## config.mk

```make
export PLATFORM = sky130hd
export DESIGN_NAME = pipelined_addsub_flat
export DESIGN_NICKNAME = d
export VERILOG_FILES = /design/src/rtl/pipelined_addsub_if.sv /design/src/rtl/pipelined_addsub.sv /design/src/flat_wrapper.sv
export SDC_FILE = /design/constraint.sdc
export NUM_CORES = 1
export LEC_CHECK = 0
export ABC_AREA = 1
export CAP_MARGIN = 20
export CORE_UTILIZATION = 40
export CTS_BUF_LIST = sky130_fd_sc_hd__clkbuf_8
export CTS_CLUSTER_SIZE = 24
export DETAILED_ROUTE_END_ITERATION = 7
export GPL_TIMING_DRIVEN = 0
export HOLD_SLACK_MARGIN = 0.08
export PLACE_DENSITY_LB_ADDON = 0.12
export SLEW_MARGIN = 30
export SYNTH_ARGS = -nofsm -noshare
export SYNTH_HDL_FRONTEND = slang
export SYNTH_SLANG_ARGS = --single-unit
```

## constraint.sdc

```tcl
create_clock -name clk -period 42.5 [get_ports clk]
set_clock_uncertainty 0.2 [all_clocks]
set_input_delay 12.75 -clock clk [delete_from_list [all_inputs] [get_ports clk]]
set_output_delay 12.75 -clock clk [all_outputs]
set_load 0.005 [all_outputs]
```

## src/rtl/pipelined_addsub_if.sv

```systemverilog
// Operand/result handshake bundle for the pipelined adder/subtractor.
// The design is the slave; the producer/consumer side is the master.
interface pipelined_addsub_if #(
   parameter int unsigned WIDTH = 64
) ();
   logic             in_valid;
   logic             in_ready;
   logic [WIDTH-1:0] a;
   logic [WIDTH-1:0] b;
   logic             sub;
   logic             use_carry;
   logic             carry_in;
   logic             out_valid;
   logic             out_ready;
   logic [WIDTH-1:0] result;
   logic             flag_n;
   logic             flag_z;
   logic             flag_c;
   logic             flag_v;

   modport slave (
      input  in_valid, a, b, sub, use_carry, carry_in, out_ready,
      output in_ready, out_valid, result, flag_n, flag_z, flag_c, flag_v
   );

   modport master (
      output in_valid, a, b, sub, use_carry, carry_in, out_ready,
      input  in_ready, out_valid, result, flag_n, flag_z, flag_c, flag_v
   );
endinterface

```

## src/rtl/pipelined_addsub.sv

```systemverilog
// Chunked carry-pipelined WIDTH-bit add/sub with NZCV flags; stage k sums chunk k.
// All stages advance together when the output slot is free or being drained.
module pipelined_addsub #(
   parameter int unsigned WIDTH  = 64,
   parameter int unsigned STAGES = 4
) (
   input  logic               clk,
   input  logic               reset,
   pipelined_addsub_if.slave  io
);
   localparam int unsigned CW   = WIDTH / STAGES;
   localparam int unsigned LAST = STAGES - 1;

   if ((WIDTH % STAGES) != 0) begin : g_bad_split
      $error("pipelined_addsub: WIDTH must be a multiple of STAGES");
   end

   logic             w_adv;
   logic [WIDTH-1:0] w_beff;
   logic             w_cin0;

   assign w_beff      = io.sub ? ~io.b : io.b;
   assign w_cin0      = io.use_carry ? io.carry_in : io.sub;
   assign io.in_ready = w_adv;

   // r_word holds result bits for chunks already summed and raw A above them
   for (genvar k = 0; k < STAGES; k++) begin : g_stage
      logic [WIDTH-1:0] w_word_in;
      logic [CW-1:0]    w_bchunk;
      logic             w_cin;
      logic             w_zin;
      logic             w_vin;
      logic [CW:0]      w_sum;
      logic [WIDTH-1:0] w_word;

      logic             r_vld;
      logic             r_cy;
      logic             r_z;
      logic [WIDTH-1:0] r_word;

      if (k == 0) begin : g_first
         assign w_word_in = io.a;
         assign w_bchunk  = w_beff[CW-1:0];
         assign w_cin     = w_cin0;
         assign w_zin     = 1'b1;
         assign w_vin     = io.in_valid;
      end else begin : g_next
         assign w_word_in = g_stage[k-1].r_word;
         assign w_bchunk  = g_stage[k-1].g_brem.r_b[CW-1:0];
         assign w_cin     = g_stage[k-1].r_cy;
         assign w_zin     = g_stage[k-1].r_z;
         assign w_vin     = g_stage[k-1].r_vld;
      end

      assign w_sum = {1'b0, w_word_in[k*CW +: CW]} + {1'b0, w_bchunk} + (CW+1)'(w_cin);

      always_comb begin
         w_word                = w_word_in;
         w_word[k*CW +: CW]    = w_sum[CW-1:0];
      end

      always_ff @(posedge clk or posedge reset) begin
         if (reset) begin
            r_vld  <= 1'b0;
            r_cy   <= 1'b0;
            r_z    <= 1'b0;
            r_word <= '0;
         end else if (w_adv) begin
            r_vld <= w_vin;
            if (w_vin) begin
               r_word <= w_word;
               r_cy   <= w_sum[CW];
               r_z    <= w_zin & ~(|w_sum[CW-1:0]);
            end
         end
      end

      // B_eff chunks still waiting to be summed by later stages
      if (k < LAST) begin : g_brem
         logic [(LAST-k)*CW-1:0] w_b_nxt;
         logic [(LAST-k)*CW-1:0] r_b;

         if (k == 0) begin : g_src_in
            assign w_b_nxt = w_beff[WIDTH-1:CW];
         end else begin : g_src_prev
            assign w_b_nxt = g_stage[k-1].g_brem.r_b[(LAST-k+1)*CW-1:CW];
         end

         always_ff @(posedge clk or posedge reset) begin
            if (reset) begin
               r_b <= '0;
            end else if (w_adv && w_vin) begin
               r_b <= w_b_nxt;
            end
         end
      end

      // Overflow from the MSB cell: carry into MSB recovered as a ^ b ^ sum
      if (k == LAST) begin : g_last
         logic w_v;
         logic r_v;

         assign w_v = w_word_in[WIDTH-1] ^ w_bchunk[CW-1] ^ w_sum[CW-1] ^ w_sum[CW];

         always_ff @(posedge clk or posedge reset) begin
            if (reset) begin
               r_v <= 1'b0;
            end else if (w_adv && w_vin) begin
               r_v <= w_v;
            end
         end

         assign w_adv        = io.out_ready | ~r_vld;
         assign io.out_valid = r_vld;
         assign io.result    = r_word;
         assign io.flag_n    = r_word[WIDTH-1];
         assign io.flag_z    = r_z;
         assign io.flag_c    = r_cy;
         assign io.flag_v    = r_v;
      end
   end
endmodule

```

## src/flat_wrapper.sv

```systemverilog
// flat-port wrapper written by rule: the top's interface ports become plain ports
module pipelined_addsub_flat 
#(
   parameter int unsigned WIDTH  = 64,
   parameter int unsigned STAGES = 4
)
  (clk, reset, io_in_valid, io_a, io_b, io_sub, io_use_carry, io_carry_in, io_out_ready, io_in_ready, io_out_valid, io_result, io_flag_n, io_flag_z, io_flag_c, io_flag_v);
  pipelined_addsub_if #(.WIDTH(WIDTH)) io_i ();
  input  logic clk;
  input  logic reset;
  input wire logic [$bits(io_i.in_valid)-1:0] io_in_valid;
  input wire logic [$bits(io_i.a)-1:0] io_a;
  input wire logic [$bits(io_i.b)-1:0] io_b;
  input wire logic [$bits(io_i.sub)-1:0] io_sub;
  input wire logic [$bits(io_i.use_carry)-1:0] io_use_carry;
  input wire logic [$bits(io_i.carry_in)-1:0] io_carry_in;
  input wire logic [$bits(io_i.out_ready)-1:0] io_out_ready;
  output wire logic [$bits(io_i.in_ready)-1:0] io_in_ready;
  output wire logic [$bits(io_i.out_valid)-1:0] io_out_valid;
  output wire logic [$bits(io_i.result)-1:0] io_result;
  output wire logic [$bits(io_i.flag_n)-1:0] io_flag_n;
  output wire logic [$bits(io_i.flag_z)-1:0] io_flag_z;
  output wire logic [$bits(io_i.flag_c)-1:0] io_flag_c;
  output wire logic [$bits(io_i.flag_v)-1:0] io_flag_v;
  assign io_i.in_valid = io_in_valid;
  assign io_i.a = io_a;
  assign io_i.b = io_b;
  assign io_i.sub = io_sub;
  assign io_i.use_carry = io_use_carry;
  assign io_i.carry_in = io_carry_in;
  assign io_i.out_ready = io_out_ready;
  assign io_in_ready = io_i.in_ready;
  assign io_out_valid = io_i.out_valid;
  assign io_result = io_i.result;
  assign io_flag_n = io_i.flag_n;
  assign io_flag_z = io_i.flag_z;
  assign io_flag_c = io_i.flag_c;
  assign io_flag_v = io_i.flag_v;
  pipelined_addsub #(.WIDTH(WIDTH), .STAGES(STAGES)) u_core (.clk(clk), .reset(reset), .io(io_i));
endmodule
```

==> results.py <==
metrics = {
    "power_and_ir_drop": {
        "switching_share_pct": 40.27,
        "p_seq_share_pct": 38.0,
        "power.leakage_uw": 0.01098,
        "combinationalPowerShare_pct": 42.2,
        "p_int_uw": 882.3,
        "peakVddDrop_mv": 0.02292,
        "p_per_area_mw_per_mm2": 67.53,
        "power_switching_uw": 595.0,
        "clkPwrFrac_pct": 19.8,
    },
    "run": {
        "drv_cap": 0,
    },
    "detailed_routing": {
        "via_per_inst": 4.780,
        "drtIter0Drc": 723,
        "firstDrtPassIters": 6,
        "avgRoutedWirePerCell_um": 15.61,
        "drc_errors": 0,
        "wirelength_mm": 48.30,
        "drtAntennaViolNets": 0,
        "vias": 14790,
    },
    "final_layout": {
        "syn_to_final_growth_pct": 22.61,
        "post-route-cell-area_mm2": 0.02188,
        "fillCellCount": 4419,
        "multi_input_area_mm2": 0.007420,
        "drive_above_1_share_pct": 6.195,
        "diodes": 0,
        "regArea_mm2": 0.009134,
        "fin_nets": 2659,
    },
    "sta": {
        "rsz0062_at_grt": "no",
        "fin_crit_sh_pct": 63.14,
        "hold_viol": 0,
        "max_freq_ghz": 0.03726,
        "setup_viol": 0,
        "drv_slew": 0,
        "holdWs_ns": 0.2408,
        "slew_headroom_pct": 53.51,
        "tightest_slew_ns": 0.6974,
        "fin_setup_tns_ns": 0,
        "fin_crit_ns": 26.84,
    },
    "critical_path": {
        "critPathMaxFanout": 7,
        "startpoint": "io_out_ready",
        "cp-end-kind": "output pin",
        "critPathLaunchType": "primary input",
        "crit_family": "buffers and inverters",
        "r2r-start": "u_core.g_stage[1].r_cy",
        "critical_path_class": "in -> out",
        "cp_data_arrival_time_ns": 13.89,
        "crit_top_cell": "clkdlybuf4s50_1",
        "max_stage_delay_ns": 0.52,
        "cp_num_buf_inv": 3,
        "critPathRequiredTime_ns": 29.55,
        "cp_slowest_cell": "clkdlybuf4s50_1",
        "cp_cell_sequence": "clkdlybuf4s50_1 > inv_1 > nand2_4 > clkdlybuf4s50_1",
    },
    "cts": {
        "clkSlewWorstSetupHoldPaths_ns": 0.06,
        "clk_latency_ns": 0.65,
        "holdBufCountCts": 0,
        "post_cts_resized": 0,
        "cts.path.max_buffers": 3,
        "postCtsSetupBuffers": 0,
        "cts_root_buf": "clkbuf_8",
        "cts_sinks": 365,
        "cts_tree": "built",
        "numCtsBuffers": 59,
        "ctsHtreeMaxLevel": 2,
    },
    "logic_synthesis": {
        "synthArstFlopShare_pct": 100.0,
        "synth_warnings": 0,
        "syn_area_per_cell_um2": 8.155,
        "synth_edf_count": 0,
        "ys.flop_type": "dfrtp_1",
        "yosysTopAreaCell": "dfrtp_1",
        "syn_inst": 2188,
        "ys_top_cells_by_area": "dfrtp_1 51%, nand2_1 16%, o21ai_0 8.2%, inv_1 5.0%, ha_1 4.2%",
        "seq_area_frac_synth_pct": 51.19,
        "synth_top_area_share_pct": 51.19,
        "synth-seq-cells": 365,
        "yosysMostFrequentCell": "nand2_1",
        "yosysUniqueCellTypes": 34,
        "syn-num-nets": 2391,
        "synthTopCellsByCount": "780 x nand2_1, 365 x dfrtp_1, 294 x o21ai_0, 236 x inv_1, 88 x nor2_1",
        "syn_area_mm2": 0.01784,
    },
    "place": {
        "hpwl_mm": 37.59,
        "portBuffers": 203,
        "globalplace.congestion": 0.8530,
        "place_area_mm2": 0.02073,
    },
    "hold_path": {
        "worstHoldStart": "u_core.g_stage[0].r_word[0]",
        "hold_class": "reg -> reg",
    },
    "die": {
        "row_count": 77,
        "coreArea_mm2": 0.04412,
        "start_util_pct": 40.44,
        "die_h_um": 213.2,
        "die_area_mm2": 0.04546,
        "io_pins": 205,
        "dieWidth_um": 213.2,
    },
    "grt": {
        "antenna_found_initial": 0,
        "grt-ovfl-total": 0,
        "grt_pass1_vias": 14770,
        "track_usage_pct": 22.19,
        "grt_pass1_wl_mm": 78.20,
        "grt_start_max_net_pins": 95,
    },
    "run_status": {
        "status": "complete, no violations",
    },
}
-- power groups by stage --
stage / sequential, uW / combinational, uW / clock, uW
2_1_floorplan: 546 / 405 / 0
3_3_place_gp: 566 / 620 / 0
3_5_place_dp: 568 / 631 / 0
4_1_cts: 563 / 634 / 302
5_1_grt: 577 / 720 / 316
6_report: 562 / 623 / 292
-- path summary, 6_finish.rpt --
kind	cells after the start	to	slack (ns)
setup reg to reg	13	u_core.g_stage[2].r_z	39.70
setup / recovery	4	io_in_ready	15.66
hold / removal	2	u_core.g_stage[1].r_word[0]	0.24
hold reg to reg	2	u_core.g_stage[1].r_word[0]	0.24
max in group asynchronous	4	u_core.g_stage[0].g_brem.r_b[11]	28.68
min in group asynchronous	2	u_core.g_stage[0].r_word[36]	12.26
-- through the flow --
stage	setup WS (ns)	cells	util (%)	total power, uW
floorplan	16.67	2188	-	951.6
global placement	15.20	2983	46.72	1185
detailed placement	15.65	2987	46.99	1199
CTS	15.65	3094	49.58	1499
global route	15.60	3094	49.58	1614
finish	15.66	3094	49.58	1477
-- layer usage --
| layer | share of wire [%] | vias to the layer above | track usage [%] |
|---|---|---|---|
| met5 | 0 | - | 0 |
| met3 | 4.2 | 87 | 3.133 |
| li1 | - | 7447 | - |
| met1 | 45 | 6965 | 29.00 |
| met2 | 48 | 291 | 37.08 |
| met4 | 3.3 | 0 | 8.867 |
-- worst register-to-register path, cell delays in order, from the launching register on --
cell and delay [ns]:
dfrtp_1 0.44, fa_1 0.56, fa_1 0.48, nand2_2 0.12, nand2_2 0.09, nand3_1 0.13
nand2_1 0.09, nand2_1 0.07, nand2_1 0.08, nor2_1 0.09, nand3_1 0.09, nor2_1 0.12
nand4_1 0.10, nand2_1 0.08
-- cell usage in the layout, fill, tap and decap left out, types with 2 or more instances in the layout --
master           count
a21o_1               4
a21oi_1             46
a31oi_1              6
and2_1               4
buf_1                2
buf_16               4
buf_2               50
buf_4                3
clkbuf_1            29
clkbuf_8            71
clkdlybuf4s50_1    203
clkinv_2             4
dfrtp_1            365
fa_1                 8
ha_1                60
inv_1              266
inv_2                4
nand2_1            780
nand2_2              5
nand3_1             74
nand3_2              2
nand3b_1            15
nand4_1             11
nor2_1              88
nor2_2               2
nor2_4               3
nor3_1               2
o21a_1               3
o21ai_0            294
o21ai_1              6
o21ai_2              3
o21bai_1             6
xnor2_1             37
xor2_1              36
-- final cells by class --
class | instances | share of cell area [%]
Sequential cell | 365 | 41.75
Multi-Input combinational cell | 1499 | 33.91
Timing Repair Buffer | 207 | 9.791
Clock buffer | 71 | 4.467
Inverter | 240 | 4.152
Tap cell | 592 | 3.386
Buffer | 84 | 1.779
Clock inverter | 36 | 0.7607
-- logic make-up (layout without fill, tap and decap cells) --
| kind of cell | Yosys count | count (layout) | synth area share [%] |
|---|---|---|---|
| compound gates | 368 | 368 | 10.61 |
| flops | 365 | 365 | 51.19 |
| xor+xnor | 73 | 73 | 3.583 |
| mux | 1 | 1 | 0.05610 |
| fa+ha+maj | 68 | 68 | 5.105 |
| buf+inv | 324 | 638 | 7.229 |
| simple gates | 989 | 989 | 22.23 |
-- flip-flops by register name, summed over array words and instances (netlist names) --
signal                     flops
u_core.io.flag_c               1
u_core.g_stage.g_brem.r_b     96
u_core.io.flag_v               1
u_core.g_stage.r_word        192
u_core.g_stage.r_vld           3
u_core.g_stage.r_z             3
u_core.io.flag_z               1
u_core.io.result              64
u_core.io.out_valid            1
u_core.g_stage.r_cy            3
Note: power is estimated with default switching activity, not from simulation.
==> variant 1 (same flow settings) <==
`STAGES` is set to 4 in 2 places; all go to 8.
--- a/src/rtl/pipelined_addsub.sv
+++ b/src/rtl/pipelined_addsub.sv
@@ -2,7 +2,7 @@
 // All stages advance together when the output slot is free or being drained.
 module pipelined_addsub #(
    parameter int unsigned WIDTH  = 64,
-   parameter int unsigned STAGES = 4
+   parameter int unsigned STAGES = 8
 ) (
    input  logic               clk,
    input  logic               reset,
--- a/src/flat_wrapper.sv
+++ b/src/flat_wrapper.sv
@@ -2,7 +2,7 @@
 module pipelined_addsub_flat 
 #(
    parameter int unsigned WIDTH  = 64,
-   parameter int unsigned STAGES = 4
+   parameter int unsigned STAGES = 8
 )
   (clk, reset, io_in_valid, io_a, io_b, io_sub, io_use_carry, io_carry_in, io_out_ready, io_in_ready, io_out_valid, io_result, io_flag_n, io_flag_z, io_flag_c, io_flag_v);
   pipelined_addsub_if #(.WIDTH(WIDTH)) io_i ();
Check against the original RTL: not equivalent (a bounded check fails within 10 cycles, from zero or initial values and one cycle with reset high).
==> variant 1 against the original RTL <==
Wire length grew 60%. Clock power is 130% higher. Sequential cell count rose by 396. First-iteration DRC count rose by 100%. Combinational power increased by 37%. Global-route usage fell by 2.4 points. Design area is 74% higher. Hold slack better by 0.026 ns. Setup slack worse by 0.58 ns. Register-to-register slack gained 0.36 ns. Via count increased by 55%. Sequential power grew 100%. Power up 79%. Area after synthesis is 79% higher. Critical path type unchanged. Critical endpoint unchanged. Largest power group is now sequential cells.
==> variant 1: results (changes against the original RTL) <==
| Metric | Value |
|---|---|
| Status | complete, no violations (unchanged) |
| H-tree Lvls | 4 (was 2) |
| Worst skew pair latency | 0.79 ns (was 0.65 ns) |
| Multiplexer share of the synthesized area | 0.0314% (was 0.0561%) |
| Placement Cell Area | 35500 µm² (was 20700 µm²) |
| Non-CTS buffers | 379 (was 291) |
| Start point of the worst hold path | u_core.g_stage[3].r_word[44] (was u_core.g_stage[0].r_word[0]) |
| Synth Area in Compound Gates | 8.89% (was 10.6%) |
| Worst r2r dst | u_core.g_stage[3].r_z (was u_core.g_stage[2].r_z) |
| Post-DP HPWL | 57800 µm (was 37600 µm) |
| CP Max Fanout | 9 (was 7) |
| Adder-Cell Fraction of Synth Area | 3.20% (was 5.10%) |
| Synth area leaders | dfrtp_1, nand2_1, o21ai_0 (unchanged) |
| #MultiIn Comb | 2325 (was 1499) |
| Initial antenna violation count | 2 (was 0) |
| Netlist cell types | 33 (was 34) |
| Post-synthesis sequential area ratio | 59.7% (was 51.2%) |
| Clock buf/inv share | 6.89% (was 5.23%) |
| Number of non-clock inverters | 317 (was 240) |
| Initial DRC Count | 1455 (was 723) |
| Max Root-Sink Buffers | 3 (unchanged) |
| First drt pass iteration count | 5 (was 6) |
| Worst R2R Start | u_core.g_stage[2].g_brem.r_b[0] (was u_core.g_stage[1].r_cy) |
| Largest net degree at the start of global routing | 92 (was 95) |
| Via density per instance | 4.54 (was 4.78) |
| Inserted Clock Buffers | 134 (was 59) |
| Multi-input combinational area share | 28.5% (was 33.9%) |
| # fillers | 7845 (was 4419) |
| Fin cells | 5060 (was 3094) |
| R2r setup slk | 40.06 ns (was 39.70 ns) |
| Final WL | 77400 µm (was 48300 µm) |
| Gpl congestion | 0.826 (was 0.853) |
| Placed cell count | 4832 (was 2987) |
| Worst Path Arrival | 14.47 ns (was 13.89 ns) |
| Max reg flops | 448 (was 192) |
| Antenna diode count | 2 (was 0) |
| Reg2Reg Depth | 9 (was 13) |
| Number of global-route vias before repair | 23000 (was 14800) |
| Post-synth top cells | nand2_1, dfrtp_1, o21ai_0, inv_1, buf_2 (was nand2_1, dfrtp_1, o21ai_0, inv_1, nor2_1) |
| Worst-case vdd ir drop | 0.0000233 V (was 0.0000229 V) |
| Worst-margin pin slew | 0.740 ns (was 0.697 ns) |
| Tot GR Track Use | 19.7% (was 22.2%) |
| Fraction of layout cells with a size suffix above 1 | 7.86% (was 6.20%) |
| Final nets | 4125 (was 2659) |
| First-pass GRT wire length | 126000 µm (was 78200 µm) |
| # clk buffers | 167 (was 71) |
| Worst Hold End | u_core.g_stage[4].r_word[44] (was u_core.g_stage[1].r_word[0]) |
| Mean Syn Cell Area | 8.93 µm² (was 8.16 µm²) |
| FF+latch area | 19000 µm² (was 9130 µm²) |
[variant 1: changes by cell type after synthesis, moves of 18 or more]
cell,unedited run,this run
o21ai_0,294,463
buf_2,50,86
xor2_1,36,18
dfrtp_1,365,761
nor2_1,88,65
clkbuf_1,29,70
inv_1,236,308
nand2_1,780,1441
o21ai_1,6,35
[variant 1: layer usage]
| layer | up-vias | wire [µm] | global-route usage [%] |
|---|---|---|---|
| met1 | 10600 | 38700 | 28.4 |
| met3 | 89 | 2710 | 3.53 |
| li1 | 11900 | - | - |
| met2 | 375 | 34800 | 30.6 |
| met5 | - | 0 | 0 |
| met4 | 0 | 1150 | 5.67 |
[variant 1: through the flow]
step	setup WS, ns	utilization [%]	TNS [ns]	hold slack (ns)
6_report	15.08	48.3	0	0.266
2_1_floorplan	8.19	-	0	0.242
3_3_place_gp	-1.04	44.7	-711.22	0.255
3_5_place_dp	15.02	45.0	0	0.258
5_1_grt	15.03	48.3	0	0.283
4_1_cts	15.01	48.3	0	0.258
[variant 1: where the power goes]
part           total (mW)  internal, mW  switching [mW]
registers            1.14         0.996           0.144
clock network       0.657         0.360           0.297
logic               0.853         0.310           0.544
total                2.65          1.67           0.985
[variant 1: critical path: stages]
cell             delay (ns)
clkdlybuf4s50_1        0.49
nor2_8                 0.39
inv_2                  0.30
clkdlybuf4s50_1        0.53
[variant 1: how the worst max path moves through the flow]
stage	cells after the start	endpoint	startpoint	slack, ns
after floorplan	1	u_core.g_stage[0].g_brem.r_b[0]	reset	8.19
after global placement	2	u_core.g_stage[0].r_word[20]	reset	-1.04
after detailed placement	4	io_in_ready	io_out_ready	15.02
after CTS	4	io_in_ready	io_out_ready	15.01
after global routing	4	io_in_ready	io_out_ready	15.03
final	4	io_in_ready	io_out_ready	15.08
==> variant 2 (same settings) <==
Without the edit above. Reset style: synchronous (`reset`), changed in 3 clocked blocks.
--- a/src/rtl/pipelined_addsub.sv
+++ b/src/rtl/pipelined_addsub.sv
@@ -59,7 +59,7 @@
          w_word[k*CW +: CW]    = w_sum[CW-1:0];
       end
 
-      always_ff @(posedge clk or posedge reset) begin
+      always_ff @(posedge clk) begin
          if (reset) begin
             r_vld  <= 1'b0;
             r_cy   <= 1'b0;
@@ -86,7 +86,7 @@
             assign w_b_nxt = g_stage[k-1].g_brem.r_b[(LAST-k+1)*CW-1:CW];
          end
 
-         always_ff @(posedge clk or posedge reset) begin
+         always_ff @(posedge clk) begin
             if (reset) begin
                r_b <= '0;
             end else if (w_adv && w_vin) begin
@@ -102,7 +102,7 @@
 
          assign w_v = w_word_in[WIDTH-1] ^ w_bchunk[CW-1] ^ w_sum[CW-1] ^ w_sum[CW];
 
-         always_ff @(posedge clk or posedge reset) begin
+         always_ff @(posedge clk) begin
             if (reset) begin
                r_v <= 1'b0;
             end else if (w_adv && w_vin) begin
Function: changed (Yosys sat finds a counterexample within 10 cycles, from zero or initial values and one cycle with reset high; the reset may be asserted at any time).
==> variant 2 against the original RTL <==
Sequential cell count did not move. Hold slack improved by 0.011 ns. Critical path depth stayed put. Area after synthesis shrank 4.0%. Design area fell by 3.3%. Final cell count up 5.5%. Wire length grew 8.3%. Setup slack worse by 0.23 ns. Highest routed layer unchanged.
Power is not compared: it rests on default switching activity, and its combinational part moved more than twofold at a synthesized area within 25%.
==> variant 2: results (changes against the original RTL) <==
| Metric | Value |
|---|---|
| Post-synthesis sequential area ratio | 42.7% (was 51.2%) |
| Initial antenna violation count | 1 (was 0) |
| Status | complete, no violations (unchanged) |
| Hold_ws | 0.252 ns (was 0.241 ns) |
| Post-DP HPWL | 41700 µm (was 37600 µm) |
| Worst Path Arrival | 14.11 ns (was 13.89 ns) |
| Final WL | 52300 µm (was 48300 µm) |
| Adder-Cell Fraction of Synth Area | 5.32% (was 5.10%) |
| Inserted Clock Buffers | 60 (was 59) |
| Gpl congestion | 0.869 (was 0.853) |
| Synth Area in Compound Gates | 15.6% (was 10.6%) |
| Wire length on met2 | 24900 µm (was 23000 µm) |
| Via density per instance | 4.89 (was 4.78) |
| Largest net degree at the start of global routing | 16 (was 95) |
| Wl on met1 | 23600 µm (was 21700 µm) |
| CP Max Fanout | 8 (was 7) |
| Worst Hold End | u_core.g_stage[1].g_brem.r_b[0] (was u_core.g_stage[1].r_word[0]) |
| Setup WS pre-CTS | 15.42 ns (was 15.65 ns) |
| Placed cell count | 3154 (was 2987) |
| Metal3 WL | 2730 µm (was 2020 µm) |
| Post-synth top cells | nor2_1, nand2_1, dfxtp_1, o21ai_0, inv_1 (was nand2_1, dfrtp_1, o21ai_0, inv_1, nor2_1) |
| Fraction of layout cells with a size suffix above 1 | 5.61% (was 6.20%) |
| Max stage delay on crit path | 0.58 ns (was 0.52 ns) |
| Worst r2r dst | u_core.g_stage[2].r_z (unchanged) |
| Placement Cell Area | 19800 µm² (was 20700 µm²) |
| Synth area leaders | dfxtp_1, nor2_1, o21ai_0 (was dfrtp_1, nand2_1, o21ai_0) |
| Multiplexer share of the synthesized area | 0.0584% (was 0.0561%) |
| Post-synth ARST share | 0% (was 100%) |
| Final nets | 2880 (was 2659) |
==> variant 2: changes by cell type in the layout (fill, tap and decap cells not counted), moves of 32 or more <==
cell and change:
dfxtp_1 +365, clkbuf_1 +56, dfrtp_1 -365, a21oi_1 +97, o21ai_0 +32, nor2_1 +422
nand2_1 -407, o211ai_1 +34
==> variant 2: layout make-up <==
| type | instances | area (µm²) |
|---|---|---|
| plain buffers | 124 | 518 |
| clock buffers | 80 | 1100 |
| clock inverters | 30 | 229 |
| fillers | 4330 | 21000 |
| inverters | 246 | 923 |
| multi-input cells | 1677 | 8380 |
| flip-flops and latches | 365 | 7310 |
| well taps | 539 | 674 |
| repair buffers | 203 | 2030 |
==> variant 2: worst max-delay path by stage <==
stage / end / slack, ns / depth (start not counted)
after floorplan: io_in_ready / 16.66 / 2
after global placement: io_in_ready / 15.43 / 4
after detailed placement: io_in_ready / 15.42 / 4
after CTS: io_in_ready / 15.42 / 4
after global routing: io_in_ready / 15.38 / 4
final: io_in_ready / 15.44 / 4
